==> src/rtl/tpu_pkg.sv <==
// Shared TPU definitions: datapath widths, unified-buffer geometry and the
// state set of the unified-buffer input feeder.
package tpu_pkg;

    localparam int DATA_W   = 32;
    localparam int ADDR_W   = 13;
    localparam int UB_DEPTH = 64;

    typedef enum logic [2:0] {
        IDLE  = 3'd0,
        REQ   = 3'd1,
        WAIT  = 3'd2,
        FEED0 = 3'd3,
        FEED1 = 3'd4,
        FEED2 = 3'd5,
        DONE  = 3'd6
    } feeder_state_t;

    // True in the three cycles where lane beats are presented to the array.
    function automatic logic is_feed(input feeder_state_t s);
        return (s == FEED0) || (s == FEED1) || (s == FEED2);
    endfunction

endpackage

==> src/rtl/skew_lane_reg.sv <==
// One-stage data+valid register used to delay a lane by one beat.
// When en is low the stored beat is held, so a stalled array never loses
// or sees a repeated beat.
module skew_lane_reg #(
    parameter int W = 32
) (
    input  logic         clk,
    input  logic         reset,
    input  logic         en,
    input  logic [W-1:0] d,
    input  logic         d_valid,
    output logic [W-1:0] q,
    output logic         q_valid
);

    // Load the next beat on an accepted advance, otherwise hold it.
    always_ff @(posedge clk) begin
        if (!reset) begin
            q       <= '0;
            q_valid <= 1'b0;
        end else if (en) begin
            q       <= d;
            q_valid <= d_valid;
        end
    end

endmodule

==> src/rtl/ub_input_feeder.sv <==
// Fetches one 2x2 activation tile from the unified buffer and streams it
// into the left edge of the 2-row systolic array as two skewed lanes:
// row 1 gets t00,t01 and row 2 gets t10,t11 one beat later.
module ub_input_feeder
    import tpu_pkg::*;
#(
    parameter int LOAD_LAT = 1
) (
    input  logic              clk,
    input  logic              reset,
    input  logic              start,
    input  logic [ADDR_W-1:0] base_addr,
    input  logic              array_ready,
    output logic [ADDR_W-1:0] ub_addr,
    output logic              ub_load_input,
    input  logic [DATA_W-1:0] ub_in_00,
    input  logic [DATA_W-1:0] ub_in_01,
    input  logic [DATA_W-1:0] ub_in_10,
    input  logic [DATA_W-1:0] ub_in_11,
    output logic [DATA_W-1:0] lane1_data,
    output logic              lane1_valid,
    output logic [DATA_W-1:0] lane2_data,
    output logic              lane2_valid,
    output logic              busy,
    output logic              done,
    output logic              addr_err
);

    localparam int                WAIT_W    = (LOAD_LAT > 1) ? $clog2(LOAD_LAT) : 1;
    localparam logic [WAIT_W-1:0] WAIT_LAST = WAIT_W'(LOAD_LAT - 1);
    localparam logic [ADDR_W-1:0] MAX_BASE  = ADDR_W'(UB_DEPTH - 4);

    feeder_state_t     state;
    logic [WAIT_W-1:0] wait_cnt;
    logic              err_q;
    logic [DATA_W-1:0] t00, t01, t10, t11;
    logic              lane2_en;
    logic [DATA_W-1:0] lane2_next;
    logic              lane2_next_valid;

    // Sequencer: accept a request, issue the read, wait out the buffer
    // latency, capture the tile, then step through the three feed beats.
    // ub_addr only changes when a legal tile is requested, so it holds the
    // last issued address otherwise.
    always_ff @(posedge clk) begin
        if (!reset) begin
            state    <= IDLE;
            ub_addr  <= '0;
            err_q    <= 1'b0;
            wait_cnt <= '0;
            t00      <= '0;
            t01      <= '0;
            t10      <= '0;
            t11      <= '0;
        end else begin
            case (state)
                IDLE: begin
                    if (start) begin
                        if (base_addr > MAX_BASE) begin
                            err_q <= 1'b1;
                            state <= DONE;
                        end else begin
                            err_q   <= 1'b0;
                            ub_addr <= base_addr;
                            state   <= REQ;
                        end
                    end
                end
                REQ: begin
                    wait_cnt <= '0;
                    state    <= WAIT;
                end
                WAIT: begin
                    if (wait_cnt == WAIT_LAST) begin
                        t00      <= ub_in_00;
                        t01      <= ub_in_01;
                        t10      <= ub_in_10;
                        t11      <= ub_in_11;
                        wait_cnt <= '0;
                        state    <= FEED0;
                    end else begin
                        wait_cnt <= wait_cnt + WAIT_W'(1);
                    end
                end
                FEED0: if (array_ready) state <= FEED1;
                FEED1: if (array_ready) state <= FEED2;
                FEED2: if (array_ready) state <= DONE;
                DONE: begin
                    err_q <= 1'b0;
                    state <= IDLE;
                end
                default: state <= IDLE;
            endcase
        end
    end

    // Row-1 lane is presented directly from the current feed beat.
    always_comb begin
        lane1_data  = '0;
        lane1_valid = 1'b0;
        case (state)
            FEED0: begin
                lane1_data  = t00;
                lane1_valid = 1'b1;
            end
            FEED1: begin
                lane1_data  = t01;
                lane1_valid = 1'b1;
            end
            default: ;
        endcase
    end

    // Row-2 lane is staged one beat ahead into the skew register, which
    // advances only on accepted beats and empties itself after t11.
    always_comb begin
        lane2_en         = is_feed(state) && array_ready;
        lane2_next       = '0;
        lane2_next_valid = 1'b0;
        if (state == FEED0) begin
            lane2_next       = t10;
            lane2_next_valid = 1'b1;
        end else if (state == FEED1) begin
            lane2_next       = t11;
            lane2_next_valid = 1'b1;
        end
    end

    skew_lane_reg #(
        .W (DATA_W)
    ) u_lane2 (
        .clk     (clk),
        .reset   (reset),
        .en      (lane2_en),
        .d       (lane2_next),
        .d_valid (lane2_next_valid),
        .q       (lane2_data),
        .q_valid (lane2_valid)
    );

    assign ub_load_input = (state == REQ);
    assign busy          = (state != IDLE);
    assign done          = (state == DONE);
    assign addr_err      = (state == DONE) && err_q;

endmodule
==> config.mk <==
export PLATFORM = sky130hd
export DESIGN_NAME = ub_input_feeder
export DESIGN_NICKNAME = d
export VERILOG_FILES = /design/src/rtl/tpu_pkg.sv /design/src/rtl/skew_lane_reg.sv /design/src/rtl/ub_input_feeder.sv
export SDC_FILE = /design/constraint.sdc
export NUM_CORES = 1
export LEC_CHECK = 0
export BUFFER_PORTS_ARGS = -buffer_cell sky130_fd_sc_hd__buf_2
export CORE_AREA = 2 2 116 118
export CTS_CLUSTER_SIZE = 12
export DETAILED_ROUTE_END_ITERATION = 8
export DIE_AREA = 0 0 118 120
export PLACE_DENSITY = 0.9
export SETUP_SLACK_MARGIN = 0.3
export SLEW_MARGIN = 15
export SYNTH_ARGS = -nofsm -noshare
export SYNTH_HDL_FRONTEND = slang
export SYNTH_SLANG_ARGS = --single-unit
==> constraint.sdc <==
create_clock -name clk -period 2.8 [get_ports clk]
set_input_delay 0 -clock clk [delete_from_list [all_inputs] [get_ports clk]]
set_output_delay 0 -clock clk [all_outputs]
set_load 0.02 [all_outputs]
==> results.toml, run 1 <==
[route]
dr.pass1.iters = 5
wirelength_mm = 23.5
drt_iter0_drc = 891
remaining_drc_errors = 0
num_vias = 7601
routedWlPerCell_um = 17.4
ant_nets = 0
vias_per_cell = 5.63

[setup_path]
cp_cell_sequence = "and2b_1 -> and2b_2 -> buf_4 -> a22o_1 -> buf_2"
worstPathArrival_ns = 2.24
cp_max_fo = 31
endpoint_kind = "output pin"
rrSetupSlack_ns = 0.75
cp_slowest_cell = "dfxtp_1"
reg2reg_depth = 5
endpoint = "lane1_data[27]"
critical_path_class = "reg2out"
worst_path_largest_cell_delay_ns = 0.60
crit_required_ns = 2.80
r2r_end = "u_lane2.q[27]$_SDFFE_PN0P_"
critPathLaunchType = "flop"
r2r-start = "state[2]$_SDFFE_PN0P_"
critPathLaunch = "state[2]$_SDFFE_PN0P_"

[power]
peakVddDrop_mv = 0.459
p_leak_nw = 4.14
powerDensity_nw_per_um2 = 653

[placement]
placed_cells = 1176
dp_slack_ns = 0.811
portBuffers = 227
dpl.hpwl_mm = 11.5
place_area_um2 = 8050
place_congestion = 0.817

[finish]
num-fill-cells = 767
fin_util_pct = 77.5
final_area_um2 = 10100
final_common_cell = "nand2_1"
syn2layout_area_growth_pct = 46.4
regArea_um2 = 3560
multi_input_area_um2 = 2970
drive_gt1_share_pct = 24.8
final_cell_mix = "nand2_1 (267), buf_2 (227), dfxtp_1 (178), dlygate4sd3_1 (143), a21oi_1 (131)"
instances_no_fill = 1350
layout.nets = 1307

[global_route]
grtUsageTotal_pct = 32.9
grt_overflow = 0
antenna_found_initial = 2
grt_pass1_vias = 7491
grt_max_degree = 66
grt_pass1_wl_mm = 37.0

[timing]
max_freq_ghz = 0.446
tns_ns = 0
rsz0062_at_grt = "false"
finalClockSkew_ns = 0.00791
drv_slew = 0
post-route-min-period_ns = 2.24
fin_ws_ns = 0.556
slew_headroom_pct = 51.7
worst_pin_slew_ns = 0.724
hold_violations = 0
fin_crit_sh_pct = 80.2
setup_viol = 0

[synth]
synth_compound_area_share_pct = 23.5
muxShareOfSynthArea_pct = 0
yosysUniqueCellTypes = 33
synth_seq_cells = 178
yosysWarnings = 0
synthAdderAreaFrac_pct = 0
yosys.area_share.xor_xnor_pct = 0
synth_area_um2 = 6870
synth_top_family_by_area = "compound AO/OA/AOI/OAI gates"
syn-num-nets = 979
yosys.area_share.simple_pct = 19.4
synthCells = 834
synth_seq_area_share_pct = 51.9
syn_area_per_cell_um2 = 8.24

[clock_network]
cts.sinks = 178
cts_tree = "done"
htree_levels = 4
postCtsSetupBuffers = 0
cts_buffers = 17
cts-root-buf = "clkbuf_16"
clkTransAtPathRegs_ns = 0.06
clk_latency_ns = 0.43
clockBufferDepth = 2

[floorplanning]
io_pins = 228
fp.dieArea_um2 = 14200
rows = 42
coreArea_um2 = 13000
start_util_pct = 52.9
die_y_um = 120
die_x_um = 118

[status]
status = "completed"

[run]
cap_violations = 0

[worst_hold_path]
hold_class = "in2reg"
[layout make-up]
class / count / area share (%)
multi-input combinational: 580 / 29.5
clock inverter: 5 / 0.784
sequential: 178 / 35.4
tap: 176 / 2.19
inverter: 3 / 0.137
antenna: 2 / 0.0498
clock buffer: 24 / 4.79
timing repair buffer: 382 / 27.1
[critical path: cells and delay by family (launching register included)]
kind | cells | cell delay (ns)
AND/OR/NAND/NOR | 2 | 0.38
buffers and inverters | 2 | 0.54
flip-flops | 1 | 0.60
AO/OA/AOI/OAI | 1 | 0.28
[sequential cells by signal, summed over array words and instances (netlist names)]
name and cells:
t01 32, ub_addr 13, t11 32, t00 32, state 3, t10 32
u_lane2.q 32, err_q 1, u_lane2.q_valid 1
[metrics by stage]
| step | total power [W] | hold WS, ns |
|---|---|---|
| floorplan | 0.00372 | 0.125 |
| global placement | 0.00404 | 0.240 |
| detailed placement | 0.00408 | 0.245 |
| CTS | 0.00649 | 0.0768 |
| global route | 0.00683 | 0.192 |
| finish | 0.00657 | 0.125 |
[worst min path at each step]
stage | startpoint | end | cells after the start
final | base_addr[6] | state[2]$_SDFFE_PN0P_ | 5
after global routing | base_addr[6] | state[2]$_SDFFE_PN0P_ | 5
after CTS | base_addr[7] | state[2]$_SDFFE_PN0P_ | 5
after detailed placement | ub_in_01[11] | t01[11]$_SDFFE_PN0P_ | 3
after global placement | ub_in_00[7] | t00[7]$_SDFFE_PN0P_ | 3
after floorplan | reset | state[1]$_SDFFE_PN0P_ | 2
[power breakdown]
group / switching (W) / total [W] / internal (W) / leakage [nW]
registers: 0.000166 / 0.00294 / 0.00277 / 1.45
logic: 0.000792 / 0.00133 / 0.000535 / 2.42
clock network: 0.000931 / 0.00230 / 0.00137 / 0.276
[synth_stat cells]
library cell / count / area, um2
inv_2: 2 / 7.51
nor2_1: 39 / 146
o21bai_1: 1 / 7.51
nand4_1: 1 / 6.26
a32oi_1: 1 / 8.76
a221oi_1: 2 / 17.5
and3_1: 8 / 50.1
a211oi_2: 18 / 225
o21a_1: 1 / 7.51
o2111ai_1: 1 / 8.76
and2b_1: 2 / 15.0
and3b_1: 1 / 8.76
buf_2: 34 / 170
and2_1: 1 / 6.26
a22oi_1: 31 / 233
nor4b_1: 1 / 8.76
nand3_1: 7 / 35.0
a21oi_1: 131 / 656
nand2b_1: 1 / 6.26
dfxtp_1: 178 / 3560
a22o_1: 32 / 280
a211oi_1: 14 / 105
nor3_1: 2 / 10.0
nand2_1: 267 / 1000
buf_4: 8 / 60.1
nor3b_1: 2 / 15.0
o211ai_1: 2 / 15.0
o21ai_0: 10 / 50.1
or3_1: 2 / 12.5
inv_1: 1 / 3.75
clkbuf_1: 31 / 116
or2_2: 1 / 6.26
nor4_1: 1 / 6.26
[cell families after synthesis]
family,Yosys count
AOI/OAI and AO/OA,244
buffers and inverters,76
DFF,178
and+or+nand+nor,336
[metal layers]
layer  GRT usage (%)  routed length (um)  vias to the layer above
met4            21.2                1340                        0
li1                -                   -                     3484
met5               0                   0                        -
met1            36.4                8560                     3543
met2            55.3               11500                      455
met3            9.65                2090                      119
[timing repair]
action / 4_1_cts / 5_1_grt
gates resized for setup: 0 / 1
hold buffers: 143 / 0
setup endpoints to repair: 0 / 1
endpoints found under the hold margin: 138 / 0
Power figures use the tool's default switching activity.
==> run 2, diff against run 1 <==
- CORE_AREA: 2 2 116 118 -> 2 2 127 129
- DIE_AREA: 0 0 118 120 -> 0 0 129 131
- PLACE_DENSITY: 0.9 -> 0.8
- clock period: 2.8 -> 1.8 ns (I/O delays scaled with it)
==> results.toml, run 2 (synthesis results as in run 1) <==
[status]
status = "complete, but fails checks"
violations = "negative setup slack"

[clock_network]
clockBufferDepth = 2
htree_levels = 4
cts-root-buf = "clkbuf_16"
clkTransAtPathRegs_ns = 0.08
cts.sinks = 178
clk_latency_ns = 0.44
cts_buffers = 17
cts_tree = "done"

[floorplanning]
start_util_pct = 44.0
coreArea_um2 = 15600
die_x_um = 129
io_pins = 228
rows = 46
die_y_um = 131
fp.dieArea_um2 = 16900

[setup_path]
critical_path_class = "reg2reg"
cp_max_fo = 6
crit_required_ns = 2.10
endpoint_kind = "flop"
worstPathArrival_ns = 2.44
critPathLaunchType = "flop"

[timing]
worst_pin_slew_ns = 0.702
rsz0062_at_grt = "true"
fin_crit_sh_pct = 119
finalClockSkew_ns = 0.0129
setup_viol = 31
hold_violations = 0
post-route-min-period_ns = 2.14
slew_headroom_pct = 53.0
max_freq_ghz = 0.468
fin_ws_ns = -0.337
drv_slew = 0

[route]
num_vias = 9319
wirelength_mm = 40.6
ant_nets = 0
routedWlPerCell_um = 27.3
drt_iter0_drc = 895
remaining_drc_errors = 0
vias_per_cell = 6.26
dr.pass1.iters = 6

[placement]
place_congestion = 0.803
place_area_um2 = 8260
dp_slack_ns = 0.0992
portBuffers = 227
dpl.hpwl_mm = 11.9

[finish]
regArea_um2 = 3570
drive_gt1_share_pct = 60.3
final_cell_mix = "buf_2 (212), dfxtp_1 (176), nand2_4 (143), dlygate4sd3_1 (136), a21oi_2 (124)"
final_common_cell = "buf_2"
multi_input_area_um2 = 5070
num-fill-cells = 552
fin_util_pct = 90.6
syn2layout_area_growth_pct = 106
layout.nets = 1400
final_area_um2 = 14100

[power]
swShare_pct = 36.1
clock_power_share_pct = 27.7
p_int_w = 0.00862
power_frac_seq_pct = 35.3
peakVddDrop_mv = 0.769
p_leak_nw = 5.88
combinationalPowerShare_pct = 37.0
total_power_w = 0.0135
switching_power_w = 0.00487
powerDensity_nw_per_um2 = 954

[run]
cap_violations = 0

[worst_hold_path]
hold_class = "in2reg"

[global_route]
grt_pass1_vias = 8900
grt_overflow = 0
grt_pass1_wl_mm = 47.9
grtUsageTotal_pct = 37.6
antenna_found_initial = 7
grt_max_degree = 53
[run 2: cell types whose count changed in the layout (fill, tap and decap cells not counted), sizes merged]
cell	delta
or3	+1
diode	+2
clkinvlp	+2
buf	+91
clkbuf	+3
bufbuf	+1
clkinv	+3
bufinv	-2
inv	+4
dlygate4sd3	-7
[run 2: repair_timing]
action	in CTS	in global routing
pin swaps	153	170
hold buffers	136	0
gates cloned	31	9
endpoints found under the setup margin	196	213
gates resized for setup	278	375
setup buffers	35	15
hold endpoints to repair	137	0
[run 2: power by group through the flow]
stage / Combinational (W) / Clock (W) / Sequential (W)
floorplan: 0.00113 / 0 / 0.00465
global placement: 0.00179 / 0 / 0.00461
detailed placement: 0.00183 / 0 / 0.00461
CTS: 0.00371 / 0.00360 / 0.00459
global route: 0.00513 / 0.00388 / 0.00476
finish: 0.00499 / 0.00374 / 0.00475
[run 2: through the flow]
step | setup TNS (ns) | cells | hold WS, ns
after floorplan | 0 | 834 | 0.125
after global placement | 0 | 1226 | 0.240
after detailed placement | 0 | 1226 | 0.246
after CTS | 0 | 1460 | 0.0159
after global routing | -2.65 | 1488 | 0.0625
final | -1.24 | 1488 | 0.0661
[run 2: layout make-up]
type | instances | area share, %
Multi-Input combinational cell | 581 | 35.8
Timing Repair Buffer | 474 | 32.8
Sequential cell | 178 | 25.3
Clock buffer | 20 | 3.30
Tap cell | 216 | 1.91
Clock inverter | 12 | 0.690
Inverter | 3 | 0.133
Antenna cell | 4 | 0.0708
[run 2: per-layer routing]
layer | track usage (%) | wire length, um | up-vias
met5 | 0 | 40 | -
met1 | 39.2 | 13100 | 4366
met4 | 26.4 | 3720 | 6
met3 | 11.0 | 4540 | 354
met2 | 65.4 | 19200 | 877
li1 | - | - | 3716
[run 2: critical path: stages, from the launching register on]
cell      delay (ns)
dfxtp_4         0.36
buf_6           0.12
and3b_2         0.25
buf_6           0.14
o21a_4          0.21
buf_8           0.15
buf_12          0.13
nor2_1          0.53
a211oi_2        0.09
[run 2: path summary, 6_finish.rpt]
kind                                       startpoint                    endpoint  slack, ns  cells after the start
worst min register to register   t01[11]$_SDFFE_PN0P_        t01[11]$_SDFFE_PN0P_       0.48                      2
worst max-delay path            state[1]$_SDFFE_PN0P_  u_lane2.q[11]$_SDFFE_PN0P_      -0.34                      8
worst min-delay path                            reset       state[1]$_SDFFE_PN0P_       0.07                      4
worst max register to register  state[1]$_SDFFE_PN0P_  u_lane2.q[11]$_SDFFE_PN0P_      -0.34                      8
